File: config.mk
export PLATFORM = sky130hd
export DESIGN_NAME = key_event_detect_flat
export DESIGN_NICKNAME = d
export VERILOG_FILES = /design/src/rtl/key_event_detect_if.sv /design/src/rtl/key_event_detect.sv /design/src/flat_wrapper.sv
export SDC_FILE = /design/constraint.sdc
export NUM_CORES = 1
export LEC_CHECK = 0
export CORE_MARGIN = 2
export CORE_UTILIZATION = 57
export DETAILED_ROUTE_END_ITERATION = 10
export GPL_TIMING_DRIVEN = 0
export PLACE_DENSITY = 0.8
export SLEW_MARGIN = 20
export SYNTH_ARGS = -nofsm -noshare
export SYNTH_HDL_FRONTEND = slang
export SYNTH_SLANG_ARGS = --single-unit
File: constraint.sdc
create_clock -name clk -period 6.05 [get_ports clk]
set_clock_uncertainty 0.2 [all_clocks]
set_input_delay 1.21 -clock clk [delete_from_list [all_inputs] [get_ports clk]]
set_output_delay 1.21 -clock clk [all_outputs]
set_load 0.02 [all_outputs]
File: src/rtl/key_event_detect_if.sv
// Signal bundle for the key event front end.
// The master drives the raw keys and controls; the slave returns events and status.
interface key_event_detect_if #(
    parameter int unsigned N_KEYS  = 4,
    parameter int unsigned COUNT_W = 8,
    parameter int unsigned LAST_W  = (N_KEYS > 1) ? $clog2(N_KEYS) : 1
);
    logic [N_KEYS-1:0]  in;
    logic [1:0]         mode;
    logic               clr_count;
    logic [N_KEYS-1:0]  press_pulse;
    logic [N_KEYS-1:0]  release_pulse;
    logic [N_KEYS-1:0]  held;
    logic               event_any;
    logic [LAST_W-1:0]  last_key;
    logic [COUNT_W-1:0] event_count;

    modport master (
        output in, mode, clr_count,
        input  press_pulse, release_pulse, held, event_any, last_key, event_count
    );

    modport slave (
        input  in, mode, clr_count,
        output press_pulse, release_pulse, held, event_any, last_key, event_count
    );
endinterface

File: src/rtl/key_event_detect.sv
// Multi-channel key front end: synchronise, debounce, and emit mode-gated press/release
// pulses with a wrapping event counter and last-event channel index.
module key_event_detect #(
    parameter int unsigned N_KEYS      = 4,
    parameter int unsigned SYNC_STAGES = 2,
    parameter int unsigned DB_CYCLES   = 4,
    parameter int unsigned COUNT_W     = 8
) (
    input logic               clk,
    input logic               reset,
    key_event_detect_if.slave bus
);
    localparam int unsigned LastW = (N_KEYS > 1) ? $clog2(N_KEYS) : 1;
    localparam int unsigned CntW  = $clog2(DB_CYCLES + 1);
    localparam logic [CntW-1:0] CntLast = CntW'(DB_CYCLES - 1);

    typedef enum logic [1:0] {StIdle, StDbPress, StHeld, StDbRelease} key_state_e;

    logic [N_KEYS-1:0]  sync_q [SYNC_STAGES];
    logic [N_KEYS-1:0]  s;
    key_state_e         state_q [N_KEYS];
    key_state_e         state_d [N_KEYS];
    logic [CntW-1:0]    cnt_q [N_KEYS];
    logic [CntW-1:0]    cnt_d [N_KEYS];
    logic [N_KEYS-1:0]  press_raw, release_raw;
    logic [N_KEYS-1:0]  press_d, press_q, release_d, release_q;
    logic [N_KEYS-1:0]  held;
    logic [COUNT_W-1:0] count_d, count_q, inc;
    logic [LastW-1:0]   last_key_d, last_key_q;
    logic               press_en, release_en;

    always_ff @(posedge clk or negedge reset) begin
        if (!reset) begin
            for (int k = 0; k < SYNC_STAGES; k++) sync_q[k] <= '0;
        end else begin
            sync_q[0] <= bus.in;
            for (int k = 1; k < SYNC_STAGES; k++) sync_q[k] <= sync_q[k-1];
        end
    end

    assign s = sync_q[SYNC_STAGES-1];

    always_comb begin
        press_raw   = '0;
        release_raw = '0;
        for (int i = 0; i < N_KEYS; i++) begin
            state_d[i] = state_q[i];
            cnt_d[i]   = cnt_q[i];
            case (state_q[i])
                StIdle: begin
                    if (s[i]) begin
                        if (DB_CYCLES == 1) begin
                            state_d[i]   = StHeld;
                            press_raw[i] = 1'b1;
                        end else begin
                            state_d[i] = StDbPress;
                            cnt_d[i]   = CntW'(1);
                        end
                    end
                end
                StDbPress: begin
                    if (!s[i]) begin
                        state_d[i] = StIdle;
                        cnt_d[i]   = '0;
                    end else if (cnt_q[i] == CntLast) begin
                        state_d[i]   = StHeld;
                        cnt_d[i]     = '0;
                        press_raw[i] = 1'b1;
                    end else begin
                        cnt_d[i] = cnt_q[i] + CntW'(1);
                    end
                end
                StHeld: begin
                    if (!s[i]) begin
                        if (DB_CYCLES == 1) begin
                            state_d[i]     = StIdle;
                            release_raw[i] = 1'b1;
                        end else begin
                            state_d[i] = StDbRelease;
                            cnt_d[i]   = CntW'(1);
                        end
                    end
                end
                StDbRelease: begin
                    if (s[i]) begin
                        state_d[i] = StHeld;
                        cnt_d[i]   = '0;
                    end else if (cnt_q[i] == CntLast) begin
                        state_d[i]     = StIdle;
                        cnt_d[i]       = '0;
                        release_raw[i] = 1'b1;
                    end else begin
                        cnt_d[i] = cnt_q[i] + CntW'(1);
                    end
                end
                default: begin
                    state_d[i] = StIdle;
                    cnt_d[i]   = '0;
                end
            endcase
        end
    end

    always_ff @(posedge clk or negedge reset) begin
        if (!reset) begin
            for (int i = 0; i < N_KEYS; i++) begin
                state_q[i] <= StIdle;
                cnt_q[i]   <= '0;
            end
        end else begin
            for (int i = 0; i < N_KEYS; i++) begin
                state_q[i] <= state_d[i];
                cnt_q[i]   <= cnt_d[i];
            end
        end
    end

    // Mode only gates what is reported; the debounce FSMs always track the keys.
    always_comb begin
        press_en   = (bus.mode == 2'd1) || (bus.mode == 2'd2);
        release_en = (bus.mode == 2'd0) || (bus.mode == 2'd2);
        press_d    = press_raw & {N_KEYS{press_en}};
        release_d  = release_raw & {N_KEYS{release_en}};
        inc        = '0;
        last_key_d = last_key_q;
        for (int i = N_KEYS - 1; i >= 0; i--) begin
            inc = inc + COUNT_W'(press_d[i] | release_d[i]);
            if (press_d[i] | release_d[i]) last_key_d = LastW'(i);
        end
        count_d = bus.clr_count ? '0 : count_q + inc;
        for (int i = 0; i < N_KEYS; i++) begin
            held[i] = (state_q[i] == StHeld) || (state_q[i] == StDbRelease);
        end
    end

    always_ff @(posedge clk or negedge reset) begin
        if (!reset) begin
            press_q    <= '0;
            release_q  <= '0;
            count_q    <= '0;
            last_key_q <= '0;
        end else begin
            press_q    <= press_d;
            release_q  <= release_d;
            count_q    <= count_d;
            last_key_q <= last_key_d;
        end
    end

    assign bus.press_pulse   = press_q;
    assign bus.release_pulse = release_q;
    assign bus.held          = held;
    assign bus.event_any     = |(press_q | release_q);
    assign bus.last_key      = last_key_q;
    assign bus.event_count   = count_q;
endmodule
File: src/flat_wrapper.sv
// flat-port wrapper written by rule: the top's interface ports become plain ports
module key_event_detect_flat 
#(
    parameter int unsigned N_KEYS      = 4,
    parameter int unsigned SYNC_STAGES = 2,
    parameter int unsigned DB_CYCLES   = 4,
    parameter int unsigned COUNT_W     = 8
)
  (clk, reset, bus_in, bus_mode, bus_clr_count, bus_press_pulse, bus_release_pulse, bus_held, bus_event_any, bus_last_key, bus_event_count);
  key_event_detect_if #(.N_KEYS(N_KEYS), .COUNT_W(COUNT_W)) bus_i ();
  input logic clk;
  input logic reset;
  input wire logic [$bits(bus_i.in)-1:0] bus_in;
  input wire logic [$bits(bus_i.mode)-1:0] bus_mode;
  input wire logic [$bits(bus_i.clr_count)-1:0] bus_clr_count;
  output wire logic [$bits(bus_i.press_pulse)-1:0] bus_press_pulse;
  output wire logic [$bits(bus_i.release_pulse)-1:0] bus_release_pulse;
  output wire logic [$bits(bus_i.held)-1:0] bus_held;
  output wire logic [$bits(bus_i.event_any)-1:0] bus_event_any;
  output wire logic [$bits(bus_i.last_key)-1:0] bus_last_key;
  output wire logic [$bits(bus_i.event_count)-1:0] bus_event_count;
  assign bus_i.in = bus_in;
  assign bus_i.mode = bus_mode;
  assign bus_i.clr_count = bus_clr_count;
  assign bus_press_pulse = bus_i.press_pulse;
  assign bus_release_pulse = bus_i.release_pulse;
  assign bus_held = bus_i.held;
  assign bus_event_any = bus_i.event_any;
  assign bus_last_key = bus_i.last_key;
  assign bus_event_count = bus_i.event_count;
  key_event_detect #(.N_KEYS(N_KEYS), .SYNC_STAGES(SYNC_STAGES), .DB_CYCLES(DB_CYCLES), .COUNT_W(COUNT_W)) u_core (.clk(clk), .reset(reset), .bus(bus_i));
endmodule
==> metrics.yaml <==
timing:
  finalCritPeriodShare_pct: 73.7
  fin_crit_ns: 4.46
  fin_ws_ns: 1.59
  setup_viol: 0
  clock.fmax_ghz: 0.224
  drv_slew: 0
  worst_pin_slew_ns: 0.474
  rsz0062_at_grt: "no"
  setup-tns-final_ns: 0
  hold_viol_final: 0
  maxSlewHeadroom_pct: 68.4
route:
  route.detailed.drc: 0
  num_vias: 1332
  vias_per_cell: 5.16
  finalWirelength_um: 3380
  ant_nets: 0
  first_iter_violations: 34
  first_pass_iters: 4
  wl_per_cell_um: 13.1
yosys:
  synth_cells: 173
  synth_edf_count: 0
  synth_area_per_cell_um2: 11.8
  yosysSeqAreaShare_pct: 56.4
  synth_nets: 193
  synth_cell_types: 38
  synthArstFlopShare_pct: 100
  syn-cell-area_um2: 2040
  synth_ff_type: "dfrtp_1"
  ys_seq_elements: 46
  yosysWarnings: 0
clock_tree:
  cts_resized: 0
  cts_max_level: 2
  cts_buffer_depth: 2
  cts_buffers: 5
  clock-root-buffer: "clkbuf_4"
  cts_num_sinks: 46
  cts_tree: "done"
  clkSlewWorstSetupHoldPaths_ns: 0.10
  clk_latency_ns: 0.35
  cts_setup_buffers: 0
  holdBufCountCts: 0
pwr:
  ir_drop_mv: 0.193
  powerDensity_nw_per_um2: 365
  leakage_nw: 1.13
  power_mw: 0.914
grt:
  grt_pass1_vias: 1448
  grt_pass1_wl_um: 6330
  grt_overflow: 0
  grt_use_total_pct: 20.2
  grt_max_degree: 28
  antenna_found_initial: 0
floorplan:
  die_w_um: 63.8
  ios: 32
  num_rows: 21
  die_area_um2: 4070
  dieHeight_um: 63.8
  initial_core_util_pct: 60.2
  core-area_um2: 3390
setup_path:
  critPathMaxFanout: 4
  critical_path_class: "in2reg"
  worst_setup_path_end_kind: "register"
  required_ns: 6.08
  cp-start-kind: "input pin"
  arrival_ns: 4.49
place:
  dp.cells: 251
  globalplace.congestion: 0.717
  io_buffers: 31
  place_area_um2: 2420
  hpwl_um: 2610
  dp_worst_setup_slack_ns: 1.21
hold_path:
  hold_path.class: "reg2reg"
final_layout:
  final_cells: 258
  n_antenna_cell: 0
  area_growth_pct: 22.8
  drive_above_1_share_pct: 8.96
  fin_nets: 232
  stdcell_area_um2: 2500
job:
  cap_violations: 0
outcome:
  status: "complete, no violations"
synth_stat cells, types with 4 or more instances:
master | count | area (um2)
dfrtp_1 | 46 | 1150
nor2_1 | 18 | 67.6
nand2_1 | 12 | 45.0
nor2b_1 | 9 | 56.3
ha_1 | 8 | 100
a21oi_1 | 7 | 35.0
inv_1 | 7 | 26.3
nand3b_1 | 6 | 45.0
o21a_1 | 5 | 37.5
o21ai_0 | 5 | 25.0
xor2_1 | 5 | 43.8
clkbuf_1 | 4 | 15.0
nand4b_1 | 4 | 35.0
area by class of cell:
type                    count  area [um2]
multi-input cells         116         847
clock inverters             1        30.0
fillers                   242         886
flip-flops and latches     46        1150
clock buffers               6        51.3
inverters                   7        26.3
repair buffers             32         325
plain buffers               4        15.0
well taps                  46        57.6
kinds of logic (layout without fill, tap and decap cells):
group / after synthesis / in the layout / share of synthesized area [%]
AO/OA/AOI/OAI: 23 / 23 / 7.30
AND/OR/NAND/NOR: 66 / 66 / 17.9
multiplexers: 5 / 5 / 2.70
buffers and inverters: 11 / 50 / 2.02
flip-flops: 46 / 46 / 56.4
XOR/XNOR: 11 / 11 / 5.83
adder cells (fa/ha/maj): 11 / 11 / 7.85
through the flow:
stage,utilization (%),hold WS (ns)
after floorplan,-,0.131
after detailed placement,71.5,0.137
after global placement,71.0,0.134
after global routing,73.9,0.172
after CTS,73.9,0.163
final,73.9,0.159
cell usage in the layout (no fill, tap or decap), types with 3 or more instances in the layout:
| cell type | count |
|---|---|
| a21oi_1 | 7 |
| clkbuf_1 | 4 |
| clkbuf_4 | 5 |
| clkdlybuf4s50_1 | 30 |
| dfrtp_1 | 46 |
| fa_1 | 3 |
| ha_1 | 8 |
| inv_1 | 7 |
| mux2_1 | 3 |
| nand2_1 | 12 |
| nand3b_1 | 6 |
| nand4b_1 | 4 |
| nor2_1 | 18 |
| nor2b_1 | 9 |
| o21a_1 | 5 |
| o21ai_0 | 5 |
| xnor2_1 | 3 |
| xor2_1 | 5 |
critical path, stage by stage:
cell and delay (ns):
clkdlybuf4s50_1 0.48, inv_1 0.05, ha_1 0.36, nand3b_1 0.12
a21boi_2 0.18, or2_1 0.25, fa_1 0.55, inv_1 0.06
fa_1 0.44, fa_1 0.44, nand3_1 0.12, xor2_1 0.18
nor2_1 0.06
power breakdown:
group          switching (mW)  leakage (nW)  internal [mW]
clock network          0.0889        0.0443         0.0963
logic                   0.144         0.495          0.150
registers              0.0665         0.590          0.368
final timing paths:
| path | from | endpoint | slack, ns | cells past startpoint |
|---|---|---|---|---|
| hold reg to reg | u_core.sync_q[4] | u_core.s[0] | 0.16 | 0 |
| min in group asynchronous | reset | u_core.cnt_q[1] | 0.59 | 1 |
| setup / recovery | bus_mode[1] | u_core.bus.event_count[6] | 1.59 | 13 |
| hold / removal | u_core.sync_q[4] | u_core.s[0] | 0.16 | 0 |
| setup reg to reg | u_core.cnt_q[3] | u_core.bus.event_count[6] | 2.61 | 11 |
| max in group asynchronous | reset | u_core.cnt_q[9] | 4.55 | 2 |
per-layer routing:
| metal | vias up | share of wire [%] | global-route usage (%) |
|---|---|---|---|
| li1 | 649 | - | - |
| met1 | 642 | 44 | 24.4 |
| met2 | 35 | 49 | 34.4 |
| met3 | 6 | 5.5 | 6.34 |
| met4 | 0 | 1.6 | 6.52 |
| met5 | - | 0 | 0 |
flip-flops by register name, summed over array words and instances, names as in the netlist, named ones only:
signal and count:
u_core.cnt_q 12, u_core.bus.event_count 8, u_core.bus.press_pulse 4, u_core.bus.release_pulse 4, u_core.s 4, u_core.state_q 4
u_core.sync_q 4, u_core.bus.last_key 2
Note: power is estimated with default switching activity, not from simulation.
